==> config.mk <==
export PLATFORM = sky130hd
export DESIGN_NAME = mp85_bus_target
export DESIGN_NICKNAME = d
export VERILOG_FILES = /design/src/rtl/mp85_bus_target.sv
export SDC_FILE = /design/constraint.sdc
export NUM_CORES = 2
export LEC_CHECK = 0
export CAP_MARGIN = 5
export CORE_MARGIN = 2
export CORE_UTILIZATION = 48
export CTS_CLUSTER_SIZE = 16
export DETAILED_ROUTE_END_ITERATION = 10
export MAX_ROUTING_LAYER = met4
export PLACE_DENSITY_LB_ADDON = 0.05
export SETUP_SLACK_MARGIN = 0.3
export SLEW_MARGIN = 20
export SYNTH_ARGS = -nofsm -noshare
export SYNTH_HDL_FRONTEND = slang
export SYNTH_SLANG_ARGS = --single-unit
export TNS_END_PERCENT = 10
==> constraint.sdc <==
create_clock -name clk -period 6.1 [get_ports clk]
set_clock_uncertainty 0.2 [all_clocks]
set_input_delay 0.915 -clock clk [delete_from_list [all_inputs] [get_ports clk]]
set_output_delay 0.915 -clock clk [all_outputs]
set_load 0.05 [all_outputs]
==> src/rtl/mp85_bus_target.sv <==
// mp85_bus_target: CPU bus expansion-RAM target.
// Decodes a 2^ADDR_BITS-byte window at BASE_ADDR. Serves byte reads and writes
// from local RAM after WAIT_STATES wait cycles, and signals completion with a
// one-cycle ready pulse.
//
// state   | meaning
// --------+-------------------------------------------------------------
// IDLE    | no cycle owned; accept a hit with exactly one strobe high
// WAIT    | counting wait states; abort if the latched strobe drops
// ACCESS  | one cycle: read RAM into data_out or write latched data
// RELEASE | ready already pulsed; hold selected until both strobes drop
module mp85_bus_target #(
    parameter logic [15:0] BASE_ADDR   = 16'h8000,
    parameter int          ADDR_BITS   = 8,
    parameter int          WAIT_STATES = 2
) (
    input  logic        clk,
    input  logic        rst,
    input  logic [15:0] address,
    input  logic        mem_read,
    input  logic        mem_write,
    input  logic [7:0]  data_in,
    output logic [7:0]  data_out,
    output logic        ready,
    output logic        selected,
    output logic        err
);

    typedef enum logic [1:0] {
        ST_IDLE,
        ST_WAIT,
        ST_ACCESS,
        ST_RELEASE
    } state_t;

    state_t               state;
    logic [3:0]           cnt;
    logic [ADDR_BITS-1:0] off;
    logic                 op_wr;
    logic [7:0]           wdata;
    logic [7:0]           mem [2**ADDR_BITS];

    logic hit;
    logic one_strobe;
    logic both_strobes;
    logic strobe_held;

    // Window decode and strobe classification for the current bus cycle.
    always_comb begin
        hit          = (address[15:ADDR_BITS] == BASE_ADDR[15:ADDR_BITS]);
        one_strobe   = mem_read ^ mem_write;
        both_strobes = mem_read & mem_write;
        strobe_held  = op_wr ? mem_write : mem_read;
    end

    // Bus-cycle sequencer; all outputs are registered here.
    always_ff @(posedge clk or posedge rst) begin
        if (rst) begin
            state    <= ST_IDLE;
            cnt      <= 4'd0;
            off      <= '0;
            op_wr    <= 1'b0;
            wdata    <= 8'h00;
            data_out <= 8'h00;
            ready    <= 1'b0;
            selected <= 1'b0;
            err      <= 1'b0;
        end else begin
            ready <= 1'b0;
            err   <= 1'b0;
            case (state)
                ST_IDLE: begin
                    if (hit && both_strobes) begin
                        err <= 1'b1;
                    end else if (hit && one_strobe) begin
                        off      <= address[ADDR_BITS-1:0];
                        op_wr    <= mem_write;
                        wdata    <= data_in;
                        selected <= 1'b1;
                        cnt      <= 4'(WAIT_STATES);
                        state    <= (WAIT_STATES == 0) ? ST_ACCESS : ST_WAIT;
                    end
                end
                ST_WAIT: begin
                    // Abort takes priority over finishing the wait.
                    if (!strobe_held) begin
                        selected <= 1'b0;
                        cnt      <= 4'd0;
                        state    <= ST_IDLE;
                    end else if (cnt <= 4'd1) begin
                        cnt   <= 4'd0;
                        state <= ST_ACCESS;
                    end else begin
                        cnt <= cnt - 4'd1;
                    end
                end
                ST_ACCESS: begin
                    if (!op_wr) begin
                        data_out <= mem[off];
                    end
                    ready <= 1'b1;
                    state <= ST_RELEASE;
                end
                ST_RELEASE: begin
                    if (!mem_read && !mem_write) begin
                        selected <= 1'b0;
                        state    <= ST_IDLE;
                    end
                end
                default: state <= ST_IDLE;
            endcase
        end
    end

    // RAM write port; contents survive reset, and a reset before ACCESS drops the write.
    always_ff @(posedge clk) begin
        if (state == ST_ACCESS && op_wr) begin
            mem[off] <= wdata;
        end
    end

endmodule

# After elaboration in Yosys (flattened, before gate mapping)
# Memory sizes are Yosys's and may differ from the RTL's. A register that Yosys moved wholly into a read port is not among the register bits.
# Index checks and enable logic that the tools add are counted.
# W data, S select, Z words.
# totals
in_bits	28
mem_count	1
output_inout_bits	11
regBits	26
ramBits	2048
# op_classes
n_reduce_logical	14
n_addsub	1
muxes	22
order_cmp	1
bitwise	4
eq_ne	9
# mem_list
name	depth	width	rd	rd_clocked_by_memory_dff	wr	line_no	rtl
mem	256	8	1	1	1	41	logic [7:0] mem [2**ADDR_BITS];
# op_table
operator	n
$mux W4	4
$mux W1	10
$mux W2	5
$eq A8 B8 Y1 const B	1
$ne A2 B2 Y1 const B	4
$pmux W2 S4	1
$pmux W4 S2	1
$reduce_and A3 Y1	2
$reduce_and A5 Y1	1
$eq A2 B2 Y1 const B	2
$le A4 B1 Y1 const B	1
$logic_and A1 B1 Y1	4
$reduce_and A4 Y1	1
$sub A4 B1 Y4 const B	1
$ne A3 B3 Y1 const B	1
$pmux W1 S3	1
$reduce_bool A3 Y1	1
$eq A2 B1 Y1 const B	1
$logic_not A1 Y1	2
$logic_not A2 Y1	1
$not A1 Y1	2
$reduce_and A2 Y1	1
$reduce_bool A2 Y1	1
$and A1 B1 Y1	1
$xor A1 B1 Y1	1

# Logic depth before layout (Yosys ltp)
# logic_depth
depth_word	5
ltp_mapped	13
ltp_nobuf	7

# Least setup slack after synthesis
# No wires, ideal clock.
# synth_timing
kind	reg-to-reg
startpoint	reg wdata[0]
endpoint	mem mem[0][0], data pin
path_slack_ps	1918
required_time_ps	5097
synth_period_minus_slack_ps	4182
n_path_buf	0
path_stages_with_launch	1
arrival_ps	3179
setup_ps	803
cell_sequence	dfrtp_1
# synth_rtl
element	line_no	rtl
from (decl)	40	logic [7:0] wdata;
from (signal assigned)	78	wdata <= data_in;
to (decl)	41	
# No word-level cell before the write port.

==> results.cfg <==
[outcome]
status = complete, no violations

[timing]
min_period_ns = 4.683
setup_viol = 0
hold_viol = 0
fin_crit_sh_pct = 76.78
slew_violations = 0
rsz0062_at_grt = false
final.setup.tns_ns = 0
max_freq_mhz = 213.5
worstMarginPinSlew_ns = 1.204
slew_headroom_pct = 19.70

[clock_tree]
cts_htree_levels = 4
root_buffer = clkbuf_16
cts_setup_buffers = 0
cts.sinks = 2082
cts_resized = 0
clk_pin_slew_ns = 0.06
cts_tree = built
cts_hold_buf = 0
clk_path_buf_depth = 3
numCtsBuffers = 211
clk_latency_ns = 0.83

[cells_and_area]
synthToLayoutAreaGrowth_pct = 11.00
drive_above_1_share_pct = 21.42
final_cell_mix = edfxtp_1, mux4_2, nor2_1, clkbuf_16, mux2i_1
nNetsFinal = 3962
final_common_cell = edfxtp_1
finalNonFillerCells = 6327
finalCoreUtilization_pct = 53.57

[logic_synthesis]
synth_edf_count = 2048
synth_area_leader_cell = edfxtp_1
synth_cell_types = 74
ys_ff_latch = 2082
synthesis.area_mm2 = 0.08170
synthArstFlopShare_pct = 1.633
synth_top_area_share_pct = 75.27
synth_area_per_cell_um2 = 21.46
ys_seq_area_share_pct = 76.32
syn_inst = 3807
synthTopCellsByArea = edfxtp_1, mux4_2, mux4_1
synth-main-ff-cell = edfxtp_1
yosysWarnings = 0
syn_nets = 3839

[power]
leakagePower_nw = 30.27
pwr-share-clk_pct = 42.2
max-vdd-ir-drop_uv = 291.2
comb_power_share_pct = 4.1
p_per_area_mw_per_mm2 = 324.9
seq_power_share_pct = 53.7
switching_power_w = 0.006275
p_sw_share_pct = 21.30
p_int_w = 0.02319

[setup_path]
crit_start = off[3]
endpoint_kind = flop
worstSetupPathType = flop to flop
r2r_start = off[3]
crit_required_ns = 6.64
critical_path.max_fanout = 128
cp-start-kind = flop
critical_path_arrival_ns = 5.23

[min_path]
hold_path.class = flop to flop
hp-start = cnt[2]

[placement]
place_hpwl_mm = 136.6
io_buffers = 38
dp_cells = 5934
place_congestion = 0.9089

[global_route]
grt_pass1_vias = 40240
grt_start_max_net_pins = 185
grt_pass1_wl_mm = 314.3
grt_overflow = 0
antenna_found_initial = 6
grt_usage_pct = 26.58

[floorplanning]
ios = 39
coreArea_mm2 = 0.1693
dieArea_mm2 = 0.1735
die-height_um = 416.6
fp.dieW_um = 416.6
rows = 151
initial_core_util_pct = 48.26

[routing]
drc_errors = 0
ant_nets = 0
viasPerCell = 6.302
routed_wl_mm = 221.4
dr.pass1.iters = 5
num_vias = 39870
wl_per_cell_um = 34.99
drt_iter0_drc = 4827

[run]
maxCapViolCount = 0
power groups by stage:
stage	logic [W]	clock network (W)	registers, W
final	0.00121	0.0124	0.0158
after global routing	0.00128	0.0132	0.0158
after CTS	0.00121	0.0126	0.0158
after detailed placement	0.00121	0	0.0161
after global placement	0.00119	0	0.0161
after floorplan	0.000618	0	0.0162
cells by family (layout without fill, tap and decap cells):
group,count (synthesis),after routing,synth area share (%)
compound gates,303,303,2.538
xor+xnor,1,1,0.01072
fa+ha+maj,4,4,0.06126
buf+inv,237,534,2.239
flops,2082,2082,76.32
mux,649,649,15.92
other cells,0,5,0
simple gates,531,531,2.913
cell usage after synthesis (38+ instances only):
cell type,instances
o22ai_1,63
nand2_1,63
mux2i_1,121
a22oi_1,45
buf_4,38
buf_2,42
buf_6,60
mux4_1,59
mux4_2,441
edfxtp_1,2048
nor2_1,318
clkbuf_1,51
metrics by stage:
step                      hold slack (ns)  power [W]  setup slack, ns  area [um2]
after global routing               0.3782    0.03029            1.319       90680
after floorplan                    0.2965    0.01682            1.918       81700
after detailed placement           0.3477    0.01734            1.151       84030
final                              0.3628    0.02947            1.417       90680
after CTS                          0.3601    0.02967            1.129       90640
after global placement             0.3092    0.01731            1.341       84010
worst max-delay path, stage by stage, from the launching register on:
cell and delay [ns]:
dfrtp_4 0.78, buf_12 0.48, nand2_1 0.72, nor2_2 0.84
a22oi_1 0.37, nand4_1 0.36, a221oi_1 0.23, a31oi_1 0.22
worst paths after layout:
path / end / slack, ns / cells past startpoint
setup / recovery: data_out[2] / 1.42 / 7
hold / removal: cnt[2] / 0.36 / 1
setup reg to reg: data_out[2] / 1.42 / 7
hold reg to reg: cnt[2] / 0.36 / 1
max in group asynchronous: off[3] / 4.71 / 3
min in group asynchronous: wdata[5] / 0.42 / 3
flip-flops by register name (all words and copies together), names as in the netlist, named ones only:
register	flops
mem	2048
data_out	8
off	8
wdata	8
cnt	4
err	1
op_wr	1
ready	1
selected	1
state	1
routing by layer:
layer | GRT usage, % | up-vias | share of wire (%)
li1 | - | 16200 | -
met1 | 36.94 | 21660 | 42
met2 | 40.93 | 1703 | 48
met3 | 4.659 | 311 | 7.3
met4 | 7.486 | 0 | 2.8
met5 | - | - | 0
final cells by class:
cell class | count | area (um2)
fillers | 13000 | 78600
well taps | 2218 | 2775
inverters | 18 | 67.56
clock inverters | 121 | 1036
multi-input cells | 1488 | 17550
repair buffers | 129 | 1276
flip-flops and latches | 2082 | 62400
diodes | 5 | 12.51
clock buffers | 266 | 5569
No activity file was read; power rests on OpenSTA's default activity.
